`config.mk`:
```
export PLATFORM = sky130hd
export DESIGN_NAME = branch_predictor_flat
export DESIGN_NICKNAME = d
export VERILOG_FILES = /design/src/rtl/branch_predictor_if.sv /design/src/rtl/branch_predictor.sv /design/src/flat_wrapper.sv
export SDC_FILE = /design/constraint.sdc
export NUM_CORES = 1
export LEC_CHECK = 0
export CAP_MARGIN = 15
export CORE_ASPECT_RATIO = 0.8
export CORE_MARGIN = 2
export CORE_UTILIZATION = 65
export CTS_CLUSTER_SIZE = 12
export DETAILED_ROUTE_END_ITERATION = 12
export PLACE_DENSITY = 0.82
export SYNTH_ARGS = -nofsm -noshare
export SYNTH_HDL_FRONTEND = slang
export SYNTH_SLANG_ARGS = --single-unit
```
`constraint.sdc`:
```
create_clock -name clk -period 11.9 [get_ports clk]
set_clock_uncertainty 0.2 [all_clocks]
set_input_delay 2.38 -clock clk [delete_from_list [all_inputs] [get_ports clk]]
set_output_delay 2.38 -clock clk [all_outputs]
set_load 0.01 [all_outputs]
```
`src/rtl/branch_predictor_if.sv`:
```
// Branch predictor bus: fetch-side lookup, execute-side update and the
// misprediction counter, bundled so the predictor and its driver share one view.
//
// Handshake: there is no ready. The lookup is combinational from PCF and is
// valid in the same cycle. An update is a single-cycle strobe: when upd_valid
// is high at a rising clk edge, all upd_* fields are sampled on that edge and
// are otherwise ignored.
interface branch_predictor_if #(
    parameter int XLEN  = 32,
    parameter int IDX_W = 4
);
    logic [XLEN-1:0]  PCF;
    logic             predict_hit;
    logic             predict_taken;
    logic [XLEN-1:0]  predict_target;
    logic [IDX_W-1:0] predict_index;
    logic             upd_valid;
    logic [IDX_W-1:0] upd_index;
    logic [XLEN-1:0]  upd_pc;
    logic             upd_is_branch;
    logic             upd_is_jump;
    logic             upd_taken;
    logic [XLEN-1:0]  upd_target;
    logic             upd_mispredict;
    logic [15:0]      mispred_cnt;

    modport master (
        output PCF, upd_valid, upd_index, upd_pc, upd_is_branch, upd_is_jump,
               upd_taken, upd_target, upd_mispredict,
        input  predict_hit, predict_taken, predict_target, predict_index,
               mispred_cnt
    );

    modport slave (
        input  PCF, upd_valid, upd_index, upd_pc, upd_is_branch, upd_is_jump,
               upd_taken, upd_target, upd_mispredict,
        output predict_hit, predict_taken, predict_target, predict_index,
               mispred_cnt
    );
endinterface

```
`src/rtl/branch_predictor.sv`:
```
// Direct-mapped branch target buffer with 2-bit saturating direction counters.
// MODE 0 indexes by PC alone (bimodal); MODE 1 XORs a non-speculative global
// history into the index (gshare). Lookups see pre-update table contents.
module branch_predictor #(
    parameter int XLEN    = 32,
    parameter int ENTRIES = 16,
    parameter int MODE    = 0,
    parameter int HIST_W  = 4
) (
    input  logic clk,
    input  logic rst,
    branch_predictor_if.slave bus
);
    localparam int IDX_W = $clog2(ENTRIES);
    localparam int TAG_W = XLEN - IDX_W - 2;

    logic [ENTRIES-1:0] valid_q;
    logic [ENTRIES-1:0] jump_q;
    logic [1:0]         cnt_q    [ENTRIES];
    logic [TAG_W-1:0]   tag_q    [ENTRIES];
    logic [XLEN-1:0]    target_q [ENTRIES];
    logic [HIST_W-1:0]  ghr_q;
    logic [15:0]        mispred_q;

    logic [IDX_W-1:0]   hist_ext;
    logic [IDX_W-1:0]   lk_idx;
    logic               lk_hit;
    logic               lk_taken;

    logic               upd_jump;
    logic               upd_branch;
    logic               upd_hit;
    logic               alloc;
    logic               wr_target;
    logic [IDX_W-1:0]   ui;

    // Word-offset bits of both PCs never reach the table.
    logic unused_pc_bits;
    assign unused_pc_bits = ^{bus.PCF[1:0], bus.upd_pc[IDX_W+1:0]};

    // Lookup index: PC word index, optionally XORed with zero-extended history.
    always_comb begin
        hist_ext = '0;
        hist_ext[HIST_W-1:0] = ghr_q;
        lk_idx = bus.PCF[IDX_W+1:2];
        if (MODE == 1) begin
            lk_idx = lk_idx ^ hist_ext;
        end
    end

    // Lookup: hit on valid and tag match; jumps are always taken.
    always_comb begin
        lk_hit   = valid_q[lk_idx] && (tag_q[lk_idx] == bus.PCF[XLEN-1:IDX_W+2]);
        lk_taken = lk_hit && (jump_q[lk_idx] || cnt_q[lk_idx][1]);
    end

    assign bus.predict_hit    = lk_hit;
    assign bus.predict_taken  = lk_taken;
    assign bus.predict_target = lk_taken ? target_q[lk_idx] : bus.PCF + XLEN'(4);
    assign bus.predict_index  = lk_idx;
    assign bus.mispred_cnt    = mispred_q;

    // Update decode; an instruction flagged as both branch and jump is a jump.
    always_comb begin
        ui         = bus.upd_index;
        upd_jump   = bus.upd_valid && bus.upd_is_jump;
        upd_branch = bus.upd_valid && bus.upd_is_branch && !bus.upd_is_jump;
        upd_hit    = valid_q[ui] && (tag_q[ui] == bus.upd_pc[XLEN-1:IDX_W+2]);
        alloc      = !upd_hit && (upd_jump || (upd_branch && bus.upd_taken));
        wr_target  = alloc || (upd_hit && (upd_jump || (upd_branch && bus.upd_taken)));
    end

    // Control state: valid bits, direction counters, history, mispredict count.
    always_ff @(posedge clk) begin
        if (rst) begin
            valid_q   <= '0;
            ghr_q     <= '0;
            mispred_q <= '0;
            for (int i = 0; i < ENTRIES; i++) begin
                cnt_q[i] <= 2'b01;
            end
        end else begin
            if (alloc) begin
                valid_q[ui] <= 1'b1;
                cnt_q[ui]   <= 2'b10;
            end else if (upd_hit && upd_branch) begin
                if (bus.upd_taken && cnt_q[ui] != 2'b11) begin
                    cnt_q[ui] <= cnt_q[ui] + 2'd1;
                end else if (!bus.upd_taken && cnt_q[ui] != 2'b00) begin
                    cnt_q[ui] <= cnt_q[ui] - 2'd1;
                end
            end
            if (upd_branch) begin
                ghr_q <= HIST_W'({ghr_q, bus.upd_taken});
            end
            if (bus.upd_valid && bus.upd_mispredict && mispred_q != 16'hFFFF) begin
                mispred_q <= mispred_q + 16'd1;
            end
        end
    end

    // Payload state: tags, targets and jump flags; reset only discards the update.
    always_ff @(posedge clk) begin
        if (!rst) begin
            if (wr_target) begin
                target_q[ui] <= bus.upd_target;
            end
            if (alloc) begin
                tag_q[ui]  <= bus.upd_pc[XLEN-1:IDX_W+2];
                jump_q[ui] <= upd_jump;
            end else if (upd_hit && upd_jump) begin
                jump_q[ui] <= 1'b1;
            end
        end
    end
endmodule

```
`src/flat_wrapper.sv`:
```
// flat-port wrapper written by rule: the top's interface ports become plain ports
module branch_predictor_flat 
#(
    parameter int XLEN    = 32,
    parameter int ENTRIES = 16,
    parameter int MODE    = 0,
    parameter int HIST_W  = 4
)
  (clk, rst, bus_PCF, bus_upd_valid, bus_upd_index, bus_upd_pc, bus_upd_is_branch, bus_upd_is_jump, bus_upd_taken, bus_upd_target, bus_upd_mispredict, bus_predict_hit, bus_predict_taken, bus_predict_target, bus_predict_index, bus_mispred_cnt);
  branch_predictor_if #(.XLEN(XLEN), .IDX_W((4))) bus_i ();
  input  logic clk;
  input  logic rst;
  input wire logic [$bits(bus_i.PCF)-1:0] bus_PCF;
  input wire logic [$bits(bus_i.upd_valid)-1:0] bus_upd_valid;
  input wire logic [$bits(bus_i.upd_index)-1:0] bus_upd_index;
  input wire logic [$bits(bus_i.upd_pc)-1:0] bus_upd_pc;
  input wire logic [$bits(bus_i.upd_is_branch)-1:0] bus_upd_is_branch;
  input wire logic [$bits(bus_i.upd_is_jump)-1:0] bus_upd_is_jump;
  input wire logic [$bits(bus_i.upd_taken)-1:0] bus_upd_taken;
  input wire logic [$bits(bus_i.upd_target)-1:0] bus_upd_target;
  input wire logic [$bits(bus_i.upd_mispredict)-1:0] bus_upd_mispredict;
  output wire logic [$bits(bus_i.predict_hit)-1:0] bus_predict_hit;
  output wire logic [$bits(bus_i.predict_taken)-1:0] bus_predict_taken;
  output wire logic [$bits(bus_i.predict_target)-1:0] bus_predict_target;
  output wire logic [$bits(bus_i.predict_index)-1:0] bus_predict_index;
  output wire logic [$bits(bus_i.mispred_cnt)-1:0] bus_mispred_cnt;
  assign bus_i.PCF = bus_PCF;
  assign bus_i.upd_valid = bus_upd_valid;
  assign bus_i.upd_index = bus_upd_index;
  assign bus_i.upd_pc = bus_upd_pc;
  assign bus_i.upd_is_branch = bus_upd_is_branch;
  assign bus_i.upd_is_jump = bus_upd_is_jump;
  assign bus_i.upd_taken = bus_upd_taken;
  assign bus_i.upd_target = bus_upd_target;
  assign bus_i.upd_mispredict = bus_upd_mispredict;
  assign bus_predict_hit = bus_i.predict_hit;
  assign bus_predict_taken = bus_i.predict_taken;
  assign bus_predict_target = bus_i.predict_target;
  assign bus_predict_index = bus_i.predict_index;
  assign bus_mispred_cnt = bus_i.mispred_cnt;
  branch_predictor #(.XLEN(XLEN), .ENTRIES(ENTRIES), .MODE(MODE), .HIST_W(HIST_W)) u_core (.clk(clk), .rst(rst), .bus(bus_i));
endmodule
```
==> flow_summary.yaml <==
outcome:
  run_status: "finished, final reports clean"
yosys:
  yosys.area.top_type: "sky130_fd_sc_hd__edfxtp_1"
  synth_area_in_compound_gates: 0.0290
  async_sr_flop_fraction: 0
  synthesized_area_per_cell_um2: 18.8
  synthAdderAreaFrac: 0.00112
  post_synth_mux_area_share: 0.220
  synth_top_area_frac: 0.656
  synth_top_cells_by_area: "sky130_fd_sc_hd__edfxtp_1 (66%), sky130_fd_sc_hd__mux4_2 (18%), sky130_fd_sc_hd__mux2i_1 (2.4%), sky130_fd_sc_hd__dfxtp_1 (1.4%), sky130_fd_sc_hd__xnor2_1 (1.4%)"
  ys_dominant_reg_cell: "sky130_fd_sc_hd__edfxtp_1"
  seq_area_frac_synth: 0.670
  synth_warnings: 0
  yosys.area_share.simple: 0.0390
  dominant_combinational_cell_family_by_area_after_synthesis: "multiplexers"
  xor_xnor_share_of_the_synthesized_area: 0.0206
  number_of_enable_flip_flop_cells_after_synthesis: 976
  netlist-cell-type-count: 62
  postSynthRegisterBits: 1008
  instance_count_of_the_mapped_netlist: 2375
  syn-num-nets: 2486
  synth_area_um2: 44700
sta:
  finalSetupTns_ps: 0
  timing.final.max_slew_violations: 0
  grt_setup_unrepaired: "false"
  tightestPinTransition_ps: 1090
  min_period_over_period: 0.807
  worst_slack_ps: 2300
  finalSetupViolCount: 0
  clock.fmax_mhz: 104
  finalCriticalPeriod_ps: 9600
  maxSlewHeadroom: 0.273
  hold_viol_final: 0
global_routing:
  globalRouteOverflowTotal: 0
  grt_start_max_net_pins: 92
  grt.total_usage: 0.338
  initial_antenna_violation_count: 17
  first_global_vias: 25600
  wire_length_of_the_first_global_routing_pass_um: 172000
floorplanning:
  floorplan.die_area_um2: 70900
  core_region_area_um2: 67600
  die_x_extent_um: 297
  placement_rows: 85
  design.portCount: 161
  floorplan.initialDensity: 0.661
  die-height_um: 239
clock_tree:
  worstSkewPairLatency_ps: 670
  cts_made_buffers: 98
  cts_setup_buffers: 0
  ctsResizeCount: 0
  cts_hold_buffers: 0
  clock_sinks: 1008
  cts-htree-levels: 3
  tritoncts: "done"
  clock-root-buffer: "sky130_fd_sc_hd__clkbuf_16"
  cts.clk_slew.worst_paths_ps: 60
  cts-root-to-sink-buffers: 3
worst_setup_path:
  worstSetupStartpointType: "input pin"
  critical_path.max_fanout: 91
  critical_path_arrival_ps: 7020
  crit_path_cell_trace: "buf_8, buf_4, a21oi_1, mux4_2, a21oi_1, nor2_1, nand4_1, buf_4, mux2_2, clkdlybuf4s50_1"
  worst_setup_path_end_kind: "output port"
  cp_data_required_time_ps: 9320
  setup.worst_path.class: "input pin to output port"
  critPathMaxStageDelay_ps: 870
  critPathSlowestCell: "sky130_fd_sc_hd__a21oi_1"
route:
  drt_iter0_drc: 3901
  drt_drc_violations_left: 0
  wl_per_cell_um: 33.7
  firstDrtPassIters: 6
  routed_wl_um: 118000
  vias_per_cell: 7.32
  vias: 25600
  detail-route-antenna-nets: 0
placed_design:
  dp_slack_ps: 2390
  numPortBuffers: 154
  globalplace.congestion: 0.907
  final_hpwl_dp_um: 66100
power:
  power_density_nw_per_um2: 148
  leakage_uw: 0.0159
  ir_drop_mv: 0.127
final_layout:
  n_fill_cell: 3769
  design.final.nets: 2637
  layout.cells.most_common: "sky130_fd_sc_hd__edfxtp_1"
  ratio_of_cells_with_drive_above_1_in_the_final_layout: 0.250
  layout.cells.most_common_list: "sky130_fd_sc_hd__edfxtp_1 (976), sky130_fd_sc_hd__mux4_2 (366), sky130_fd_sc_hd__clkdlybuf4s50_1 (145)"
  area_delta_synth_final_pct: 12.3
flow_run:
  max_cap_violations: 0
worst_hold_path:
  hold_path.class: "flip-flop to flip-flop"
[logic make-up (layout without fill, tap and decap cells)]
logic type	count (synthesis)	count (layout)
buffers and inverters	190	395
adder cells (fa/ha/maj)	4	4
flip-flops	1008	1008
other	0	7
multiplexers	519	519
AND/OR/NAND/NOR	359	359
AO/OA/AOI/OAI	190	190
XOR/XNOR	105	105
[worst max-delay path, delay by kind of cell]
family / cells / cell delay [ps]
AND/OR/NAND/NOR: 2 / 210
AO/OA/AOI/OAI: 2 / 1060
multiplexers: 2 / 960
buffers and inverters: 4 / 2330
[Yosys cell counts, drive strengths merged (32+ instances only)]
cell type / n
buf: 103
a21oi: 34
xnor2: 69
nand2: 80
edfxtp: 976
mux4: 366
xor2: 36
nor2: 130
dfxtp: 32
mux2i: 109
clkbuf: 57
mux2: 44
[layout make-up]
type | instances | area [um^2] | area share
sequential | 1008 | 29900 | 0.597
multi-input combinational | 1177 | 14100 | 0.281
clock buffer | 133 | 2620 | 0.0521
timing repair buffer | 211 | 2000 | 0.0399
tap | 913 | 1140 | 0.0228
clock inverter | 21 | 278 | 0.00553
inverter | 30 | 113 | 0.00224
antenna | 7 | 17.5 | 0.000349
[through the flow]
stage | cells | power, uW | instance area [um^2] | utilization | hold WS, ps
detailed placement | 3339 | 4590 | 47300 | 0.699 | 284
CTS | 3493 | 7450 | 50200 | 0.742 | 292
global placement | 3339 | 4570 | 47300 | 0.699 | 270
global route | 3498 | 7610 | 50200 | 0.742 | 319
finish | 3500 | 7430 | 50200 | 0.742 | 299
floorplan | 2375 | 4370 | 44700 | - | 244
[registers in the layout, indices dropped and copies added, names as in the netlist]
register and flops:
u_core.tag_q 416, u_core.cnt_q 32, u_core.bus.mispred_cnt 16, u_core.jump_q 16, u_core.target_q 512, u_core.valid_q 16
[layer usage]
| layer | routed length, um | GRT usage |
|---|---|---|
| met5 | 123 | 0 |
| met4 | 4330 | 0.123 |
| met3 | 16200 | 0.0942 |
| met2 | 55800 | 0.518 |
| met1 | 41700 | 0.478 |
[path summary, 6_finish.rpt]
path                                                 startpoint                               to  slack (ps)  depth (start not counted)
worst min register to register  u_core.valid_q[11]$_SDFFE_PP0N_  u_core.valid_q[11]$_SDFFE_PP0N_         300                          2
worst max register to register    u_core.tag_q[7][21]$_DFFE_PP_     u_core.tag_q[9][6]$_DFFE_PP_        6670                         11
worst max-delay path                                 bus_PCF[3]            bus_predict_target[6]        2300                         10
worst min-delay path            u_core.valid_q[11]$_SDFFE_PP0N_  u_core.valid_q[11]$_SDFFE_PP0N_         300                          2
[power breakdown]
part           switching [uW]  internal [uW]  total [uW]
clock                    1290           1620        2900
combinational             337            251         588
sequential               15.0           3930        3940
(Power assumes the default switching activity.)
